`src/rtl/mem_loader.sv`:
```
// Streams a byte source into a data memory through a one-cycle-latency write strobe.
// Optional trailing checksum byte is checked when MEM_LOADER_CHECKSUM_EN is defined.
module mem_loader #(
   parameter int DEPTH = 1024,
   parameter int LEN_W = 11
) (
   input  logic             clk,
   input  logic             rst_n,
   input  logic             start,
   input  logic [LEN_W-1:0] length,
   input  logic [7:0]       in_byte,
   input  logic             in_valid,
   output logic             in_ready,
   output logic             load,
   output logic [7:0]       store,
   output logic             ready,
   output logic             busy,
   output logic             done,
   output logic [LEN_W-1:0] byte_count,
   output logic             err
);

   typedef enum logic [1:0] {IDLE, LOAD, CHECK, DONE} state_t;

   localparam logic [LEN_W-1:0] DEPTH_L = LEN_W'(DEPTH);
   localparam logic [LEN_W-1:0] ONE_L   = LEN_W'(1);
`ifdef MEM_LOADER_CHECKSUM_EN
   localparam state_t AFTER_LOAD = CHECK;
`else
   localparam state_t AFTER_LOAD = DONE;
`endif

   state_t           state_q, state_d;
   logic [LEN_W-1:0] target_q, target_d;
   logic [LEN_W-1:0] count_q, count_d;
   logic             load_q, load_d;
   logic [7:0]       store_q, store_d;
   logic             ready_q, ready_d;
   logic             xfer;
`ifdef MEM_LOADER_CHECKSUM_EN
   logic [7:0]       sum_q, sum_d;
   logic             err_q, err_d;
`endif

   // Gating on count keeps a zero-length session from swallowing a source byte.
   always_comb begin
      in_ready = (state_q == LOAD) && (count_q != target_q);
`ifdef MEM_LOADER_CHECKSUM_EN
      if (state_q == CHECK) in_ready = 1'b1;
`endif
   end

   assign xfer = in_valid & in_ready;

   always_comb begin
      state_d  = state_q;
      target_d = target_q;
      count_d  = count_q;
      load_d   = 1'b0;
      store_d  = 8'h00;
      ready_d  = ready_q;
`ifdef MEM_LOADER_CHECKSUM_EN
      sum_d    = sum_q;
      err_d    = err_q;
`endif
      case (state_q)
         IDLE: begin
            if (start) begin
               target_d = (length > DEPTH_L) ? DEPTH_L : length;
               count_d  = '0;
               ready_d  = 1'b0;
`ifdef MEM_LOADER_CHECKSUM_EN
               sum_d    = 8'h00;
               err_d    = 1'b0;
`endif
               state_d  = LOAD;
            end
         end
         LOAD: begin
            if (count_q == target_q) begin
               state_d = AFTER_LOAD;
            end else if (xfer) begin
               load_d  = 1'b1;
               store_d = in_byte;
               count_d = count_q + ONE_L;
`ifdef MEM_LOADER_CHECKSUM_EN
               sum_d   = sum_q + in_byte;
`endif
               if (count_q + ONE_L == target_q) state_d = AFTER_LOAD;
            end
         end
`ifdef MEM_LOADER_CHECKSUM_EN
         CHECK: begin
            if (xfer) begin
               err_d   = ((sum_q + in_byte) != 8'h00);
               state_d = DONE;
            end
         end
`endif
         DONE:    state_d = IDLE;
         default: state_d = IDLE;
      endcase
      // ready rises together with the done pulse and holds until the next start
      if (state_d == DONE && state_q != DONE) ready_d = 1'b1;
   end

   always_ff @(posedge clk or negedge rst_n) begin
      if (!rst_n) begin
         state_q  <= IDLE;
         target_q <= '0;
         count_q  <= '0;
         load_q   <= 1'b0;
         store_q  <= 8'h00;
         ready_q  <= 1'b0;
`ifdef MEM_LOADER_CHECKSUM_EN
         sum_q    <= 8'h00;
         err_q    <= 1'b0;
`endif
      end else begin
         state_q  <= state_d;
         target_q <= target_d;
         count_q  <= count_d;
         load_q   <= load_d;
         store_q  <= store_d;
         ready_q  <= ready_d;
`ifdef MEM_LOADER_CHECKSUM_EN
         sum_q    <= sum_d;
         err_q    <= err_d;
`endif
      end
   end

   assign load       = load_q;
   assign store      = store_q;
   assign ready      = ready_q;
   assign busy       = (state_q == LOAD) || (state_q == CHECK);
   assign done       = (state_q == DONE);
   assign byte_count = count_q;
`ifdef MEM_LOADER_CHECKSUM_EN
   assign err        = err_q;
`else
   assign err        = 1'b0;
`endif

endmodule
```
`config.mk`:
```
export PLATFORM = sky130hd
export DESIGN_NAME = mem_loader
export DESIGN_NICKNAME = d
export VERILOG_FILES = /design/src/rtl/mem_loader.sv
export SDC_FILE = /design/constraint.sdc
export NUM_CORES = 1
export LEC_CHECK = 0
export ABC_AREA = 1
export ABC_CLOCK_PERIOD_IN_PS = 1800
export CORE_ASPECT_RATIO = 0.7
export CORE_MARGIN = 4
export CORE_UTILIZATION = 57
export DETAILED_ROUTE_END_ITERATION = 12
export DONT_BUFFER_PORTS = 1
export GPL_TIMING_DRIVEN = 0
export PLACE_DENSITY = 0.76
export SYNTH_ARGS = -nofsm -noshare
export SYNTH_HDL_FRONTEND = slang
export SYNTH_SLANG_ARGS = --single-unit
```
`constraint.sdc`:
```
create_clock -name clk -period 1.8 [get_ports clk]
set_clock_uncertainty 0.15 [all_clocks]
set_input_delay 0.54 -clock clk [delete_from_list [all_inputs] [get_ports clk]]
set_output_delay 0.54 -clock clk [all_outputs]
set_load 0.01 [all_outputs]
```
==> run metrics, run 1 <==
number of optimization iterations in the first detailed-route pass 5; per-cell routed wire length between 10 and 15 um; RSZ-0062 raised after global routing true; core region area 3250 um2; Die Ht between 50 and 60 um; worst-path maximum fanout 5; Bufs on Longest Clock Path 2; setup ws final -0.335 ns; die width 79.0 um; endpoint of the worst-slack reg-to-reg timing path ready; Final Wtd Congestion 0.918; clock tree sinks 34; drt total wl 5280 um; power per cell area about 1600 nW/um2; leakage 1.26 nW; number of I/O pins 48; total negative slack for setup checks -1.12 ns; reg2reg start byte_count[1]; Post-Synthesis Cells 285; violations in the final reports setup timing; met3 track utilization from global routing 0.0652; most common library cell in the layout ignoring fill and taps nand2_1; Placement Rows 17; peak supply drop 1210 uV; most used routing layer met2; effective utilization at floorplan 0.617; number of failing hold endpoints at the final stage 0; met2 track utilization from global routing 0.372; register-to-register path setup slack -0.24 ns; path category of the worst min-delay check input pin to flop; data required time at the worst endpoint 1.11 ns; cell repeated most along the worst path nand2_2; wire length of the first global-routing pass 8360 um; Max-Cap Viols 0; worst hold path cell count 2; pin count of the biggest net entering global routing 35; global routing usage on met1 0.339; post-synthesis instance area 2010 um2; count of cell types in the netlist 30; layout cells sized above 1 0.315; detailed placement HPWL 3380 um; proportion of synthesized chip area in sequential cells 0.423; DR iter-0 viols between 200 and 250; number of port buffers 0; clk slew on worst S/H paths 0.07 ns; number of global-route vias before repair ~1700; overall power after layout 3.96 mW; most frequent cells in the layout nand2_1, inv_1, nor2_1; cell chain of the critical path inv_2, nand2_1, nand2_2, nand2_2, nor2_4, nand3_2, nand2_2, inv_2; data arrival time of the critical path 1.44 ns; Fillers 231; DIE AREA 4550 um2; mean area per synthesized cell roughly 7.1 um2; Reg2Reg Depth 13; TritonCTS Buffers 5; # H-tree levels 2; net count of the finished layout 338; overflow left after global routing 0; placement-stage cell area 2080 um2; start-to-end type of the worst setup path flop to output pin; fin cells 358; minimum period implied by the final worst setup slack ~2.1 ns; CP Launch Type flop; count of pins over their slew limit 0; all-layer global routing usage 0.241; per-cell via count in the routed design roughly 5.3; synthesis-to-layout area growth 25.3%; WHS Endpoint store[1]; number of endpoints failing setup at the final stage 12; diodes inserted 0; setup slack at placement -0.317 ns; area of all placed cells without fillers 2520 um2; Worst Setup End Kind output pin; clock latency of the later-clocked register in the worst-skew pair 0.29 ns; clock tree from TritonCTS yes; antenna violations before repair 0; Ys Warns 0; Max Fclk 0.468 GHz; final antenna-violating net count 0; Placed Cells 332; outcome finished with violations; worst hold slack 0.197 ns; delay of the slowest cell on the worst path 0.47 ns; total of flip-flops plus latches after synthesis 34; post-detailed-route DRC marker count 0; final core utilization 0.774; total via count in the routed design 1880; post-route fraction of the period consumed by the critical path 1.19; number of nets in the synthesized netlist 313; root cell of the clock tree clkbuf_8; Max stage delay cell, worst path dfrtp_2; Hold Path Origin in_byte[1]
power breakdown:
| part | total [mW] | switching, mW | internal, mW |
|---|---|---|---|
| combinational | 2.13 | 1.28 | 0.858 |
| clock | 0.586 | 0.277 | 0.308 |
| sequential | 1.24 | 0.244 | 0.997 |
| total | 3.96 | 1.80 | 2.16 |
cell type report:
cell class	count	area (um2)	share of cell area
multi-input cells	200	1130	0.451
well taps	47	58.8	0.0233
repair buffers	18	158	0.0626
plain buffers	3	23.8	0.00944
clock inverters	1	5.00	0.00199
inverters	48	186	0.0740
clock buffers	7	86.3	0.0343
flip-flops and latches	34	866	0.344
sequential cells by signal, summed over array words and instances (netlist names):
register    count
state_q         2
store           8
load            1
byte_count     11
target_q       11
ready           1
worst max-delay path: cells and delay by family, from the launching register on:
kind          cells  cell delay (ns)
simple gates      6             0.55
flops             1             0.47
buf+inv           2             0.14
worst max-delay path by stage:
stage	from	endpoint	slack, ns	depth (start not counted)
4_1_cts	byte_count[3]	in_ready	-0.33	8
3_3_place_gp	byte_count[3]	byte_count[6]	-0.25	12
6_report	byte_count[9]	in_ready	-0.33	8
3_5_place_dp	byte_count[3]	byte_count[6]	-0.32	12
5_1_grt	byte_count[9]	in_ready	-0.43	8
2_1_floorplan	byte_count[3]	in_ready	0.003	8
per-layer routing:
metal / share of wire / vias up
li1: - / 922
met1: 0.43 / 869
met2: 0.46 / 77
met3: 0.090 / 12
met4: 0.014 / 0
met5: 0 / -
cell families (layout without fill, tap and decap cells):
| group | after synthesis | in the layout | synth area share |
|---|---|---|---|
| and+or+nand+nor | 161 | 161 | 0.334 |
| buffers and inverters | 51 | 77 | 0.102 |
| DFF | 34 | 34 | 0.423 |
| AOI/OAI and AO/OA | 24 | 24 | 0.0685 |
| xor gates and xnor gates | 9 | 9 | 0.0392 |
| adders and majority gates | 5 | 5 | 0.0311 |
| other | 1 | 1 | 0.00187 |
synth_stat cells, drive strengths merged:
library cell,number,share of area
nor2,37,0.078
clkinv,2,0.0037
nand2,99,0.19
conb,1,0.0019
nor4,2,0.0062
a31oi,1,0.0031
o31ai,2,0.010
dfrtp,34,0.42
buf,2,0.0093
nor3,2,0.0050
ha,5,0.031
inv,46,0.087
xnor2,5,0.022
a21oi,2,0.0050
clkbuf,1,0.0019
nand3b,1,0.0037
o21ai,18,0.047
nand3,20,0.052
a21boi,1,0.0037
xor2,4,0.017
what timing repair did:
item                                   in CTS  in global routing
gates cloned                                1                  0
buffers inserted                           10                  5
resized for setup                          41                 30
endpoints found under the hold margin      34                  0
pin swaps                                  12                 13
hold buffers                                2                  0
setup endpoints to repair                  25                 34
Power figures use the tool's default switching activity.
==> run 2, diff against run 1 <==
- BUFFER_PORTS_ARGS: not set -> -buffer_cell sky130_fd_sc_hd__buf_2
- CORE_UTILIZATION: 57 -> 48
- DONT_BUFFER_PORTS: 1 -> not set
- PLACE_DENSITY: 0.76 -> 0.77
==> run 2 against run 1 <==
Net effect: the run still ends with setup timing left; global-route usage decreased by 0.69 points; critical path type unchanged; worst setup slack got worse by 0.062 ns; cell count increased by 23%; final area increased by 24%; wire length increased by 24%; fmax decreased by 2.8%; critical endpoint unchanged; first-iteration DRC count decreased by 36%; sequential power decreased by 5%; clock-buffer cell count decreased by 2.
==> run metrics, run 2 (same netlist as run 1, synthesis figures left out) <==
DIE AREA 5300 um2; detailed placement HPWL 3660 um; wire length of the first global-routing pass 9760 um; number of port buffers 46; clock tree from TritonCTS yes; data required time at the worst endpoint about 1.1 ns; # H-tree levels 2; power per cell area 1430 nW/um2; number of I/O pins 48; Max-Slew Margin vs Limit 0.487; Worst Max-Slew Pin Slew 0.769 ns; clock tree sinks 34; antenna violations before repair 0; Max-Cap Viols 0; met2 WL slightly above 3000 um; diodes inserted 0; setup slack at placement -0.291 ns; final core utilization 0.787; root cell of the clock tree clkbuf_8; RSZ-0062 raised after global routing true; fin cells 442; number of endpoints failing setup at the final stage 15; peak supply drop 1020 uV; Final Wtd Congestion 0.832; count of pins over their slew limit 0; setup ws final -0.397 ns; core region area 3970 um2; number of failing hold endpoints at the final stage 0; number of global-route vias before repair roughly 2100; Fillers 255; net count of the finished layout between 400 and 500; most frequent cells in the layout nand2_1, buf_2, inv_1; most common library cell in the layout ignoring fill and taps nand2_1; pin count of the biggest net entering global routing 35; start-to-end type of the worst setup path flop to output pin; all-layer global routing usage 0.234; die width 85.3 um; Max Fclk 0.455 GHz; met1 routed wirelength after detailed routing 2720 um; clk slew on worst S/H paths approximately 0.070 ns; area of all placed cells without fillers 3120 um2; final antenna-violating net count 0; data arrival time of the critical path 1.51 ns; overflow left after global routing 0; Bufs on Longest Clock Path 2; violations in the final reports setup timing; path category of the worst min-delay check input pin to asynchronous set/reset pin; post-detailed-route DRC marker count 0; Placed Cells 383; post-route fraction of the period consumed by the critical path 1.22; crit path launch byte_count[7]; total negative slack for setup checks -1.93 ns; Worst Setup End Kind output pin; effective utilization at floorplan 0.506; reg2reg start byte_count[5]; layout cells sized above 1 0.472; count of hold buffers inserted by post-cts repair 0; CP Launch Type flop; per-cell routed wire length 14.8 um; minimum period implied by the final worst setup slack 2.20 ns; Die Ht about 62 um; leakage 1.68 nW; per-cell via count in the routed design 5.15; highest layer used for signal routing met4; routed wl met3 583 um; worst-path maximum fanout 2; clock latency of the later-clocked register in the worst-skew pair 0.30 ns; TritonCTS Buffers 5; Placement Rows 19; placement-stage cell area 2310 um2; number of optimization iterations in the first detailed-route pass 4; drt total wl 6530 um; synthesis-to-layout area growth 55.5%; total via count in the routed design 2276; outcome finished with violations; DR iter-0 viols between 150 and 200
[run 2: per-layer routing]
layer	vias to the layer above	global-route usage
met1	1076	0.321
met5	-	0
met4	0	0.0791
met2	104	0.373
li1	1078	-
met3	18	0.0410
[run 2: area by class of cell]
class,instances,area [um2],share of cell area
Timing Repair Buffer,97,701,0.224
Inverter,48,184,0.0589
Multi-Input combinational cell,200,1180,0.376
Tap cell,52,65.1,0.0208
Clock inverter,3,40.0,0.0128
Clock buffer,5,68.8,0.0220
Sequential cell,34,866,0.277
Buffer,3,23.8,0.00761
[run 2: worst max-delay path: stages, from the launching register on]
cell and delay [ns]:
dfrtp_2 0.44, xnor2_2 0.18, nand2_1 0.11, nor2_2 0.16, nand3_2 0.09, nand2_2 0.08, inv_2 0.04, buf_6 0.11
[run 2: worst paths after layout]
| check | endpoint | slack, ns | cells past startpoint |
|---|---|---|---|
| worst max-delay path | in_ready | -0.40 | 7 |
| worst min-delay path | store[1] | 0.16 | 1 |
| worst max register to register | ready | -0.21 | 13 |
| worst min register to register | ready | 0.33 | 2 |
| max in group asynchronous | state_q[0] | 0.80 | 1 |
| min in group clk | store[6] | 0.29 | 3 |
[run 2: power by group]
part / internal [mW] / switching (mW)
combinational: 1.14 / 1.45
sequential: 0.995 / 0.183
clock: 0.407 / 0.298
total: 2.54 / 1.93
[run 2: metrics by stage]
stage / hold slack (ns) / power (mW)
finish: 0.162 / 4.47
global route: 0.224 / 4.78
global placement: 0.315 / 2.74
floorplan: 0.0944 / 2.32
detailed placement: 0.323 / 2.79
CTS: 0.200 / 4.04
[run 2: repair_timing]
| item | CTS | global route |
|---|---|---|
| cloned | 1 | 0 |
| endpoints found under the hold margin | 0 | 0 |
| resized for setup | 63 | 34 |
| setup buffers | 47 | 10 |
| setup endpoints to repair | 25 | 35 |
| pin swaps | 18 | 11 |
==> run 3, diff against run 2 <==
- CORE_UTILIZATION: 48 -> 30
- PLACE_DENSITY: 0.77 -> 0.53
- SKIP_LAST_GASP: not set -> 1
==> run 3 against run 2 <==
Net effect: the flow still finishes with violations (setup timing); combinational power rose by 6%; fmax rose by 1.9%; global-route usage fell by 8.1 points; critical path type unchanged.
==> run metrics, run 3 (same netlist as run 1, synthesis figures left out) <==
cell chain of the critical path inv_2, nand2_2, nand2_2, nand2_2, nor2_4, nand3_2, nand2_2, inv_2, buf_6; violations in the final reports setup timing; die width 106 um; synthesis-to-layout area growth 50.2%; delay of the slowest cell on the worst path 0.43 ns; power per cell area about 1500 nW/um2; Max-Cap Viols 0; Max-Slew Margin vs Limit 0.455; DR iter-0 viols 84; Max stage delay cell, worst path dfrtp_1; RSZ-0062 raised after global routing true; clock tree sinks 34; number of global-route vias before repair between 2000 and 2500; pin count of the biggest net entering global routing 35; root cell of the clock tree clkbuf_8; number of I/O pins 48; Bufs on Longest Clock Path 2; start-to-end type of the worst setup path flop to output pin; diodes inserted 0; clock tree from TritonCTS yes; count of pins over their slew limit 0; drt total wl 6040 um; register-to-register path setup slack -0.17 ns; TritonCTS Buffers 5; clk slew on worst S/H paths 0.07 ns; Worst Setup End Kind output pin; endpoint of the worst-slack reg-to-reg timing path ready; outcome finished with violations; # H-tree levels 2; CP Launch Type flop; data required time at the worst endpoint 1.11 ns; setup ws final -0.356 ns; count of hold buffers inserted by post-cts repair 0; sum of buffers and inverters on the critical path 3; most frequent cells in the layout nand2_1, buf_2, inv_1; leakage about 1.6 nW; antenna violations before repair 0; most common library cell in the layout ignoring fill and taps nand2_1; core region area about 6400 um2; all-layer global routing usage 0.153; net count of the finished layout 404; data arrival time of the critical path 1.47 ns; cell repeated most along the worst path nand2_2; family of cells with the greatest summed delay on the critical path simple AND/OR/NAND/NOR gates; number of port buffers 46; per-cell via count in the routed design between 4 and 5; Die Ht ~76 um; number of optimization iterations in the first detailed-route pass 4; Fillers 652; path category of the worst min-delay check input pin to asynchronous set/reset pin; final antenna-violating net count 0; Worst Max-Slew Pin Slew 0.818 ns; Final Wtd Congestion 0.876; worst-path maximum fanout 5; wire length of the first global-routing pass roughly 9900 um; post-detailed-route DRC marker count 0; DIE AREA 8090 um2; number of endpoints failing setup at the final stage 17; Max Fclk 0.464 GHz; per-cell routed wire length 12.9 um; peak supply drop 661 uV; overall power after layout 4.52 mW; total via count in the routed design 2071; minimum period implied by the final worst setup slack around 2.2 ns; layout cells sized above 1 0.427; overflow left after global routing 0; detailed placement HPWL 4060 um; effective utilization at floorplan 0.316; post-route fraction of the period consumed by the critical path 1.20; Placement Rows 24; final core utilization 0.474; number of failing hold endpoints at the final stage 0; Reg2Reg Depth 13; clock latency of the later-clocked register in the worst-skew pair 0.29 ns; reg2reg start byte_count[0]
## run 3: final cells by class
class,count,area [um2],area share
Clock buffer,6,82.6,0.0274
Tap cell,91,114,0.0377
Sequential cell,34,863,0.286
Clock inverter,2,12.5,0.00415
Multi-Input combinational cell,200,1150,0.381
Buffer,3,27.5,0.00912
Inverter,48,188,0.0622
Timing Repair Buffer,84,582,0.193
## run 3: power breakdown
group	leakage [nW]	total [mW]	internal (mW)	switching, mW
combinational	1.10	2.75	1.27	1.48
sequential	0.437	1.16	0.995	0.168
clock	0.0472	0.608	0.308	0.301
total	1.59	4.52	2.57	1.95
## run 3: worst max-delay path by stage
stage,start,end,slack [ns],depth (start not counted)
4_1_cts,target_q[7],in_ready,-0.34,7
5_1_grt,byte_count[4],in_ready,-0.44,9
2_1_floorplan,byte_count[3],in_ready,0.003,8
6_report,byte_count[9],in_ready,-0.36,9
3_5_place_dp,state_q[1],byte_count[5],-0.36,8
3_3_place_gp,state_q[1],byte_count[5],-0.36,8
## run 3: per-stage QoR
stage,TNS (ns),hold slack (ns),area (um2),worst slack (ns),instances
CTS,-1.24,0.222,2830,-0.336,458
global placement,-5.29,0.315,2360,-0.359,422
detailed placement,-5.40,0.319,2360,-0.357,422
global route,-3.00,0.251,3020,-0.438,468
floorplan,0,0.0944,2020,0.00257,285
finish,-1.63,0.188,3020,-0.356,468
## run 3: timing repair
| item | in CTS | in global routing |
|---|---|---|
| resized for setup | 46 | 28 |
| setup endpoints to repair | 26 | 33 |
| pin swaps | 11 | 17 |
| buffers inserted | 27 | 11 |
| cloned | 1 | 0 |
| endpoints found under the hold margin | 0 | 0 |
## run 3: per-layer routing
layer / share of wire / wire length, um / GRT usage
met3: 0.060 / 363 / 0.0364
met2: 0.43 / 2600 / 0.232
met4: 0.0031 / 19 / 0.0233
met1: 0.51 / 3050 / 0.224
met5: 0 / 0 / 0
